## src/rtl/sipo_deserializer.sv

```systemverilog
// sipo_deserializer
// Serial-in / parallel-out stage. Bits qualified by d_valid are shifted into a
// WIDTH-bit register; each completed word is handed to a one-entry holding
// register presented with a valid/ready handshake. A word completed while the
// holding register is still occupied and not being accepted is dropped and
// recorded in the sticky overrun flag.
module sipo_deserializer #(
    parameter int WIDTH     = 8,    // bits per word, 2..32
    parameter bit MSB_FIRST = 1'b1  // 1: first bit lands in out_data[WIDTH-1]
) (
    input  logic                     clk,
    input  logic                     resetn,
    input  logic                     d,
    input  logic                     d_valid,
    input  logic                     clr,
    output logic [WIDTH-1:0]         out_data,
    output logic                     out_valid,
    input  logic                     out_ready,
    output logic [$clog2(WIDTH)-1:0] bit_cnt,
    output logic                     overrun
);

    localparam int CNT_W = $clog2(WIDTH);
    localparam logic [CNT_W-1:0] LAST_CNT = CNT_W'(WIDTH - 1);

    typedef enum logic {
        ST_EMPTY = 1'b0,
        ST_FULL  = 1'b1
    } state_t;

    state_t             r_state;
    logic [WIDTH-1:0]   r_shift;
    logic [CNT_W-1:0]   r_bit_cnt;
    logic [WIDTH-1:0]   r_out_data;
    logic               r_overrun;

    logic [WIDTH-1:0]   w_shift_next;
    logic               w_complete;

    // Next shift-register contents with the current bit inserted, and the
    // word-completion strobe (the edge that samples the last bit of a word).
    always_comb begin
        // NOTE: every signal driven here gets a default first so no path
        // through the block can leave it unassigned and infer a latch.
        w_shift_next = r_shift;
        w_complete   = 1'b0;
        if (MSB_FIRST) begin
            w_shift_next = {r_shift[WIDTH-2:0], d};
        end else begin
            w_shift_next = {d, r_shift[WIDTH-1:1]};
        end
        w_complete = d_valid && (r_bit_cnt == LAST_CNT);
    end

    // Shift register and partial-word bit counter; both hold across gaps.
    always_ff @(posedge clk or negedge resetn) begin
        // NOTE: state registers are updated with non-blocking assignments so
        // every always_ff sees the pre-edge value of every other register.
        if (!resetn) begin
            r_shift   <= '0;
            r_bit_cnt <= '0;
        end else if (clr) begin
            r_shift   <= '0;
            r_bit_cnt <= '0;
        end else if (d_valid) begin
            r_shift   <= w_shift_next;
            r_bit_cnt <= w_complete ? '0 : r_bit_cnt + CNT_W'(1);
        end
    end

    // Output handshake state machine: holding register, valid and overrun.
    always_ff @(posedge clk or negedge resetn) begin
        if (!resetn) begin
            r_state    <= ST_EMPTY;
            r_out_data <= '0;
            r_overrun  <= 1'b0;
        end else if (clr) begin
            // An unconsumed word is discarded; the stale data stays in place
            // but is meaningless while out_valid is low.
            r_state   <= ST_EMPTY;
            r_overrun <= 1'b0;
        end else begin
            case (r_state)
                ST_EMPTY: begin
                    if (w_complete) begin
                        r_out_data <= w_shift_next;
                        r_state    <= ST_FULL;
                    end
                end
                ST_FULL: begin
                    if (out_ready) begin
                        // Accept; a word completing on the same edge replaces
                        // it with no bubble on out_valid.
                        if (w_complete) begin
                            r_out_data <= w_shift_next;
                        end else begin
                            r_state <= ST_EMPTY;
                        end
                    end else if (w_complete) begin
                        // The presented word must not change: drop the new one.
                        r_overrun <= 1'b1;
                    end
                end
                default: r_state <= ST_EMPTY;
            endcase
        end
    end

    assign out_data  = r_out_data;
    assign out_valid = (r_state == ST_FULL);
    assign bit_cnt   = r_bit_cnt;
    assign overrun   = r_overrun;

endmodule
```

## config.mk

```make
export PLATFORM = sky130hd
export DESIGN_NAME = sipo_deserializer
export DESIGN_NICKNAME = d
export VERILOG_FILES = /design/src/rtl/sipo_deserializer.sv
export SDC_FILE = /design/constraint.sdc
export NUM_CORES = 1
export LEC_CHECK = 0
export CORE_MARGIN = 3
export CORE_UTILIZATION = 38
export DETAILED_ROUTE_END_ITERATION = 8
export HOLD_SLACK_MARGIN = 0.06
export PLACE_DENSITY = 0.72
export SYNTH_ARGS = -nofsm -noshare
export SYNTH_HDL_FRONTEND = slang
export SYNTH_SLANG_ARGS = --single-unit
```

## constraint.sdc

```tcl
create_clock -name clk -period 2.3 [get_ports clk]
set_input_delay 0.345 -clock clk [delete_from_list [all_inputs] [get_ports clk]]
set_output_delay 0.345 -clock clk [all_outputs]
set_load 0.02 [all_outputs]
```

* After elaboration in Yosys (flattened, before gate mapping)
Index checks and enable logic that the tools add are counted.
Operators by class: shift operators 0, add/subtract/negate cells 1, div/mod/pow operators 0, equal/unequal tests 3, bitwise operators 2, multiplexer cells 16, $lt $le $gt $ge 0, $mul 0, reduce and logical (&&, ||, !) cells 6
Operators by type and width (count):
- 8-bit two-way mux | 2
- 8-bit one-hot mux with 2 select lines | 1
- 7-bit two-way mux | 2
- 3-bit two-way mux | 3
- 1-bit two-way mux | 7
- 2-bit nonzero test | 3
- 2-bit inequality test, second input constant | 2
- 3-bit by 1-bit adder with 3-bit output, second input constant | 1
- 3-bit == test, second input constant | 1
- 3-bit AND reduction | 1
- 1-bit inverter | 2
- 1-bit one-hot mux with 2 select lines | 1
- 2-bit AND reduction | 1
- 1-bit logical AND | 1
Storage, ports and cells: memory bits (read-only) 0, bits of input ports 6, memories 0, RAM bits 0, output and inout port bits 13, register bits 20, word-level logic and storage cells 33, bits in latches 0

* Depth between registers and ports, before layout
word-level depth 6, mapped depth 5, depth with buffers taken out 5

* Worst setup path after synthesis
OpenSTA, ideal clock, no wires.
path type reg2reg, start register r_bit_cnt[0] (netlist: bit_cnt[0]), end register r_out_data[0] (netlist: out_data[0]), library setup time 0.125 ns, data arrival time 1.567 ns, data required time 2.175 ns, clock period less this slack 1.692 ns, setup slack 0.608 ns, stages on the path, launching flop included 6, buffers on the path 0, cells stage by stage dfrtp_1 -> ha_1 -> ha_1 -> nand2_1 -> nor3_4 -> mux2_2
On the way: longest elaborated chain between the ends 5
RTL lines:
- start: declaration | line 33 | logic [CNT_W-1:0] r_bit_cnt;
- start signal: assignment | line 67 | r_bit_cnt <= w_complete ? '0 : r_bit_cnt + CNT_W'(1);
- 3-bit == test * | line 52 | w_complete = d_valid && (r_bit_cnt == LAST_CNT);
- 1-bit logical AND * | line 52
- 8-bit two-way mux *
- 8-bit two-way mux
- 8-bit one-hot mux with 2 select lines *
- end signal: assignment | line 86 | r_out_data <= w_shift_next;
- end signal: assignment | line 95 | r_out_data <= w_shift_next;
- end: declaration | line 34 | logic [WIDTH-1:0] r_out_data;
Mark *: on every way between the ends. The rest lies on a longest branch, timed or not. The select of a mux whose other input is x is not followed. A chain may end at the register's enable or synchronous reset.

* Worst setup path after layout
Same ends and word-level chain as after synthesis.

==> flow_summary_export.csv <==
group,metric,value,unit
outcome,status,"finished, final reports clean",
die,die_h,52.3,µm
logic_synthesis,synthTopCellsByCount,"dfrtp_1 (20), nor2_1 (11), mux2_2 (8), mux2i_1 (8), a21oi_1 (3)",
die,placement_rows,16,
die,initial_standard_cell_utilization_of_the_core,40.7,%
critical_path,worst-setup-path-type,"reg2reg",
logic_synthesis,yosys_register_bits,20,
drt,drc,0,
timing,tightestPinTransition,0.415,ns
logic_synthesis,post_synth_main_area_contributors,"dfrtp_1 (61%), mux2_2 (11%), mux2i_1 (9.8%), nor2_1 (5.1%), ha_1 (3.1%)",
hold_path,hold_class,"in2async",
timing,setup_violations,0,
layout,finalInstanceArea,1070,µm²
logic_synthesis,edff_count_synth,0,
timing,slew-limit-headroom,72.2,%
drt,route.detailed.wl_per_inst,12.1,µm
clock_tree,post-cts-setup-buffers,0,
clock_tree,clk_latency,0.29,ns
layout,antenna_cells,0,
critical_path,worst_setup_path_end_kind,"flip-flop",
logic_synthesis,ys_async_sr_fraction,100,%
layout,design.final.nets,94,
logic_synthesis,synthesized_area_per_cell,13.2,µm²
logic_synthesis,netlist_area,816,µm²
timing,hold_slack,0.377,ns
placed_design,port-buffer-count,18,
clock_tree,cts_tree,"done",
power,static-leakage-power,0.514,nW
clock_tree,htreeDepth,1,
die,pin_count,19,
critical_path,worst_setup_path_start_kind,"flip-flop",
drt,via_per_inst,4.65,
layout,syn2layout_area_growth,30.7,%
logic_synthesis,synth_top_area_share,61.3,%
timing,worst_clock_skew,0.00654,ns
timing,achievable-frequency,581,MHz
layout,finish.cell_count_without_fillers,111,
global_route,grt_pass1_wl,2240,µm
timing,timing.final.max_slew_violations,0,
timing,post-route-period-util,74.8,%
logic_synthesis,yosysWarnings,0,
critical_path,reg2reg_slack,0.58,ns
placed_design,detailedPlacementHpwl,947,µm
clock_tree,clkSinkCount,20,
global_route,grt_antenna_before_repair,0,
clock_tree,cts_hold_buf,0,
power,power_density_of_the_placed_cells,528,nW/µm²
drt,routed-via-count,516,
placed_design,gpl.final_weighted_congestion,0.699,
clock_tree,number_of_buffers_on_the_longest_clock_path,2,
die,fp.dieArea,2740,µm²
clock_tree,path_clk_slew,0.10,ns
logic_synthesis,synth_sequential_area_ratio,61.3,%
logic_synthesis,synthMostInstantiatedCell,"dfrtp_1",
critical_path,critPathArrivalTime,1.90,ns
timing,tns,0,ns
timing,number_of_hold_violations_in_the_final_report,0,
drt,wirelength,1340,µm
logic_synthesis,synth_flop_cell,"dfrtp_1",
global_route,groute.usage.overall,11.0,%
clock_tree,post_cts_resize_count,0,
drt,detail_route.iter0.violations,8,
timing,setup_repair_after_global_routing_missed_its_margin,"false",
drt,detail_route.first_pass.iterations,4,
layout,drive_above_1_share,17.9,%
logic_synthesis,synthesis.nets,70,
logic_synthesis,synth.lib_cells_used.distinct,15,
flow_run,cap_violations,0,
die,core-area,2000,µm²
logic_synthesis,synth_area_leader_cell,"dfrtp_1",
clock_tree,cts.root.buffer_cell,"clkbuf_4",
drt,final_antenna_net_count,0,
global_route,remaining_global_route_overflow,0,
clock_tree,cts_buf_count,3,
power,vdd.ir_drop.worst,0.323,mV
placed_design,placedInstanceArea,1040,µm²
critical_path,wp_data_required,2.47,ns
timing,final_worst_path_period_need,1.72,ns
die,die_w,52.3,µm
logic_synthesis,synthesis.instances,62,
critical_path,timing.critical_path.fanout_max,8,
placed_design,place.detailed.instances,108,
global_route,grt_start_max_net_pins,21,
global_route,grt_pass1_vias,522,
[routing by layer]
layer / share of wire, % / vias to the layer above / track usage (%)
li1: - / 255 / -
met1: 50 / 247 / 14.2
met2: 45 / 12 / 17.4
met3: 5.1 / 2 / 1.71
met4: 0.67 / 0 / 6.38
met5: 0 / - / 0
[layout by cell type, fill, tap and decap left out, drive strengths merged]
master         Yosys  routed
dfrtp             20      20
clkdlybuf4s50      0      18
nor2              11      11
mux2i              8       8
mux2               8       8
a21oi              3       3
clkbuf             1       3
buf                1       3
nand2              2       2
ha                 2       2
nor2b              1       1
inv                1       1
nor3b              1       1
nor3               1       1
nand3b             1       1
a31oi              1       1
[logic make-up (layout without fill, tap and decap cells)]
logic type	count (synthesis)	in the layout	share of synthesized area (%)
flops	20	20	61.3
simple gates	17	17	10.6
mux	16	16	20.9
compound gates	4	4	2.61
buf+inv	3	25	1.53
fa+ha+maj	2	2	3.07
[power by group]
group | internal (mW) | leakage [nW] | total, mW | switching, mW
clock network | 0.0608 | 0.0138 | 0.154 | 0.0929
logic | 0.0232 | 0.223 | 0.0486 | 0.0255
registers | 0.356 | 0.277 | 0.360 | 0.00382
[critical path, cell delays in order, from the launching register on]
cell	delay, ns
dfrtp_1	0.40
ha_1	0.16
ha_1	0.21
nand2_1	0.10
nor3_4	0.34
mux2_2	0.38
[final timing paths]
check | start | depth (start not counted) | endpoint
setup / recovery | bit_cnt[0] | 5 | out_data[0]
hold reg to reg | overrun | 2 | overrun
min in group clk | overrun | 2 | overrun
setup reg to reg | bit_cnt[0] | 5 | out_data[0]
max in group asynchronous | resetn | 2 | out_data[0]
hold / removal | resetn | 2 | bit_cnt[2]
[sequential cells by signal, summed over array words and instances (netlist names)]
signal,count
overrun,1
out_data,8
bit_cnt,3
r_shift,7
out_valid,1
[area by class of cell]
cell class                 count  area (µm²)
sequential                    20         500
fill                         178         936
timing repair buffer          21         203
clock buffer                   3        22.5
tap                           27        33.8
inverter                       1        3.75
multi-input combinational     39         303
[stage by stage]
step	total power, mW	setup slack (ns)	util (%)
after floorplan	0.387	0.608	-
after global placement	0.416	0.519	52.1
after detailed placement	0.417	0.496	52.1
after CTS	0.574	0.552	53.3
after global routing	0.589	0.416	53.3
final	0.562	0.579	53.3
(Power assumes the default switching activity.)
==> edit: new RTL, same flow settings <==
The parameter `WIDTH` goes from 8 to 4.
--- a/src/rtl/sipo_deserializer.sv
+++ b/src/rtl/sipo_deserializer.sv
@@ -7,3 +7,3 @@
 module sipo_deserializer #(
-    parameter int WIDTH     = 8,    // bits per word, 2..32
+    parameter int WIDTH     = 4,    // bits per word, 2..32
     parameter bit MSB_FIRST = 1'b1  // 1: first bit lands in out_data[WIDTH-1]
Ports: changed (resized bit_cnt and out_data); port bits go from 19 to 14. The function was not compared with the original's and may differ.
==> edit against the unedited design <==
  * Routed wire length decreased by 38%
  * Die area down 38%
  * Power fell by 30%
  * Sequential cell count decreased by 9
  * Largest cell class unchanged
  * Sequential share of layout area decreased by 3.9 points
  * Critical path depth down 4
  * Worst setup slack improved by 110 ps
  * Critical path type is now reg2out
  * Synthesized area decreased by 42%
  * Design area fell by 40%
==> edit: results (changes against the unedited design) <==
- Synthesized net count: 44 (-37%)
- Max FO, Critical Path: 4 (-4)
- In this run the worst hold path is classified as in2async.
- Length of the first detailed-routing pass in iterations: 1 (-3)
* Number of warnings reported in the yosys synthesis log: 0 (unchanged)
- Total number of vias: 322 (-38%)
- The DRC marker count from the first detailed-route iteration is 0 (-8).
* PortBufs: 13 (-5)
- Antenna violations before repair: 0 (unchanged)
- Global-route wire length before repair: 1350 um (-40%)
- In the post-synthesis netlist, the biggest area contributors are dfrtp_1 (58%), mux2_2 (9.5%), mux2i_1 (8.4%), nor2_1 (5.5%), nor3_4 (3.4%).
- The number of flip-flops in the largest register is 4 (-4).
- Placed wire-length estimate after detailed placement: 654 um (-31%)
- Clock slew at the register clock pins of the worst setup and hold paths: 70 ps (-30 ps)
* VDD IR-drop max: 0.376 mV (+16%)
- Nets: 61 (-35%)
* CP arrival: 1270 ps (-630 ps)
* Post-cts gate resize count: 0 (unchanged)
- Maximum number of pins on one net before global-route repair: 12 (-43%)
- The deepest clock path buffer count is 2 (unchanged).
- Top cell family by delay on the critical path: buffers and inverters
* Result of the run: finished, final reports clean
- The count of different cell masters after synthesis is 14 (-1).
- The slowest stage of the critical path belongs to the cell clkdlybuf4s50_1.
- CTS root buffer: clkbuf_4
- Setup Buffers After CTS: 0 (unchanged)
- Worst R2R Path Depth: 4 (-1)
- Clock latency on the worst-skew pair: 270 ps (-20 ps)
- The post-placement worst setup slack is 537 ps (+41.6 ps).
- GPL Wtd Cong: 0.676 (-3.2%)
- Ranking of synthesized cells by instance count: dfrtp_1 (11), nor2_1 (7), mux2_2 (4), mux2i_1 (4), a21oi_1 (2)
* FFs w/ async S/R, synth: 100% (unchanged)
- Fraction of the yosys area taken by sequential cells: 58.0% (-3.3 points)
- The reported leakage power is 0.299 nW (-42%).
* Inserted Clock Buffers: 3 (unchanged)
* H-Tree Depth: 1 (unchanged)
- Fill cells: 108 (-39%)
* Fraction of layout cells with a size suffix above 1: 20.8% (+2.9 points)
- Tightest slew margin relative to the limit: 67.9% (-4.4 points)
* Overall fraction of global-route tracks in use: 13.2% (+2.2 points)
- Wire length per cell after detailed routing: 12.5 um (+3.4%)
- Antenna cells: 0 (unchanged)
- Via count of the first global-routing pass: 312 (-40%)
* Slowest cell delay on critical path: 620 ps (+220 ps)
- Worst-case clock skew: 8.17 ps (+1.63 ps)
## edit: changes by cell type after synthesis, sizes merged
cell | unedited run | this run
nand3b | 1 | 0
nor2 | 11 | 7
a21oi | 3 | 2
clkbuf | 1 | 0
mux2 | 8 | 4
nand2 | 2 | 1
mux2i | 8 | 4
dfrtp | 20 | 11
ha | 2 | 1
buf | 1 | 2
## edit: area by class of cell
type	count	share of cell area, %
sequential	11	43.1
multi-input combinational	23	28.0
timing repair buffer	14	21.5
clock buffer	4	4.11
tap	14	2.74
inverter	1	0.587
## edit: per-stage QoR
stage               instance area [um^2]  instances
floorplan                            474         37
CTS                                  639         67
global route                         639         67
detailed placement                   613         63
finish                               639         67
global placement                     613         63
## edit: final timing paths
| check | from | end | slack [ps] |
|---|---|---|---|
| setup / recovery | bit_cnt[0] | bit_cnt[0] | 690 |
| hold / removal | resetn | out_data[3] | 400 |
| setup reg to reg | bit_cnt[0] | out_data[0] | 900 |
| hold reg to reg | out_data[1] | out_data[1] | 510 |
| max in group asynchronous | resetn | out_data[1] | 1570 |
| min in group clk | out_data[1] | out_data[1] | 510 |
## edit: report_power, final
| group | internal [mW] | switching (mW) |
|---|---|---|
| combinational | 0.0302 | 0.0281 |
| sequential | 0.202 | 0.00592 |
| clock | 0.0671 | 0.0623 |
## edit: cells by family (layout without fill, tap and decap cells)
kind of cell	count (synthesis)	in the layout	share of synthesized area [%]
compound gates	3	3	3.43
fa+ha+maj	1	1	2.64
buf+inv	3	19	4.22
flops	11	11	58.0
mux	8	8	17.9
simple gates	11	11	13.7
## edit: layer usage
layer | vias up | GRT usage (%) | routed length (um) | part of all wire, %
met2 | 11 | 18.8 | 413 | 49
met3 | 2 | 10.1 | 85 | 10
li1 | 156 | - | - | -
met5 | - | 0 | 0 | 0
met4 | 0 | 4.76 | 4 | 0.48
met1 | 153 | 15.0 | 334 | 40
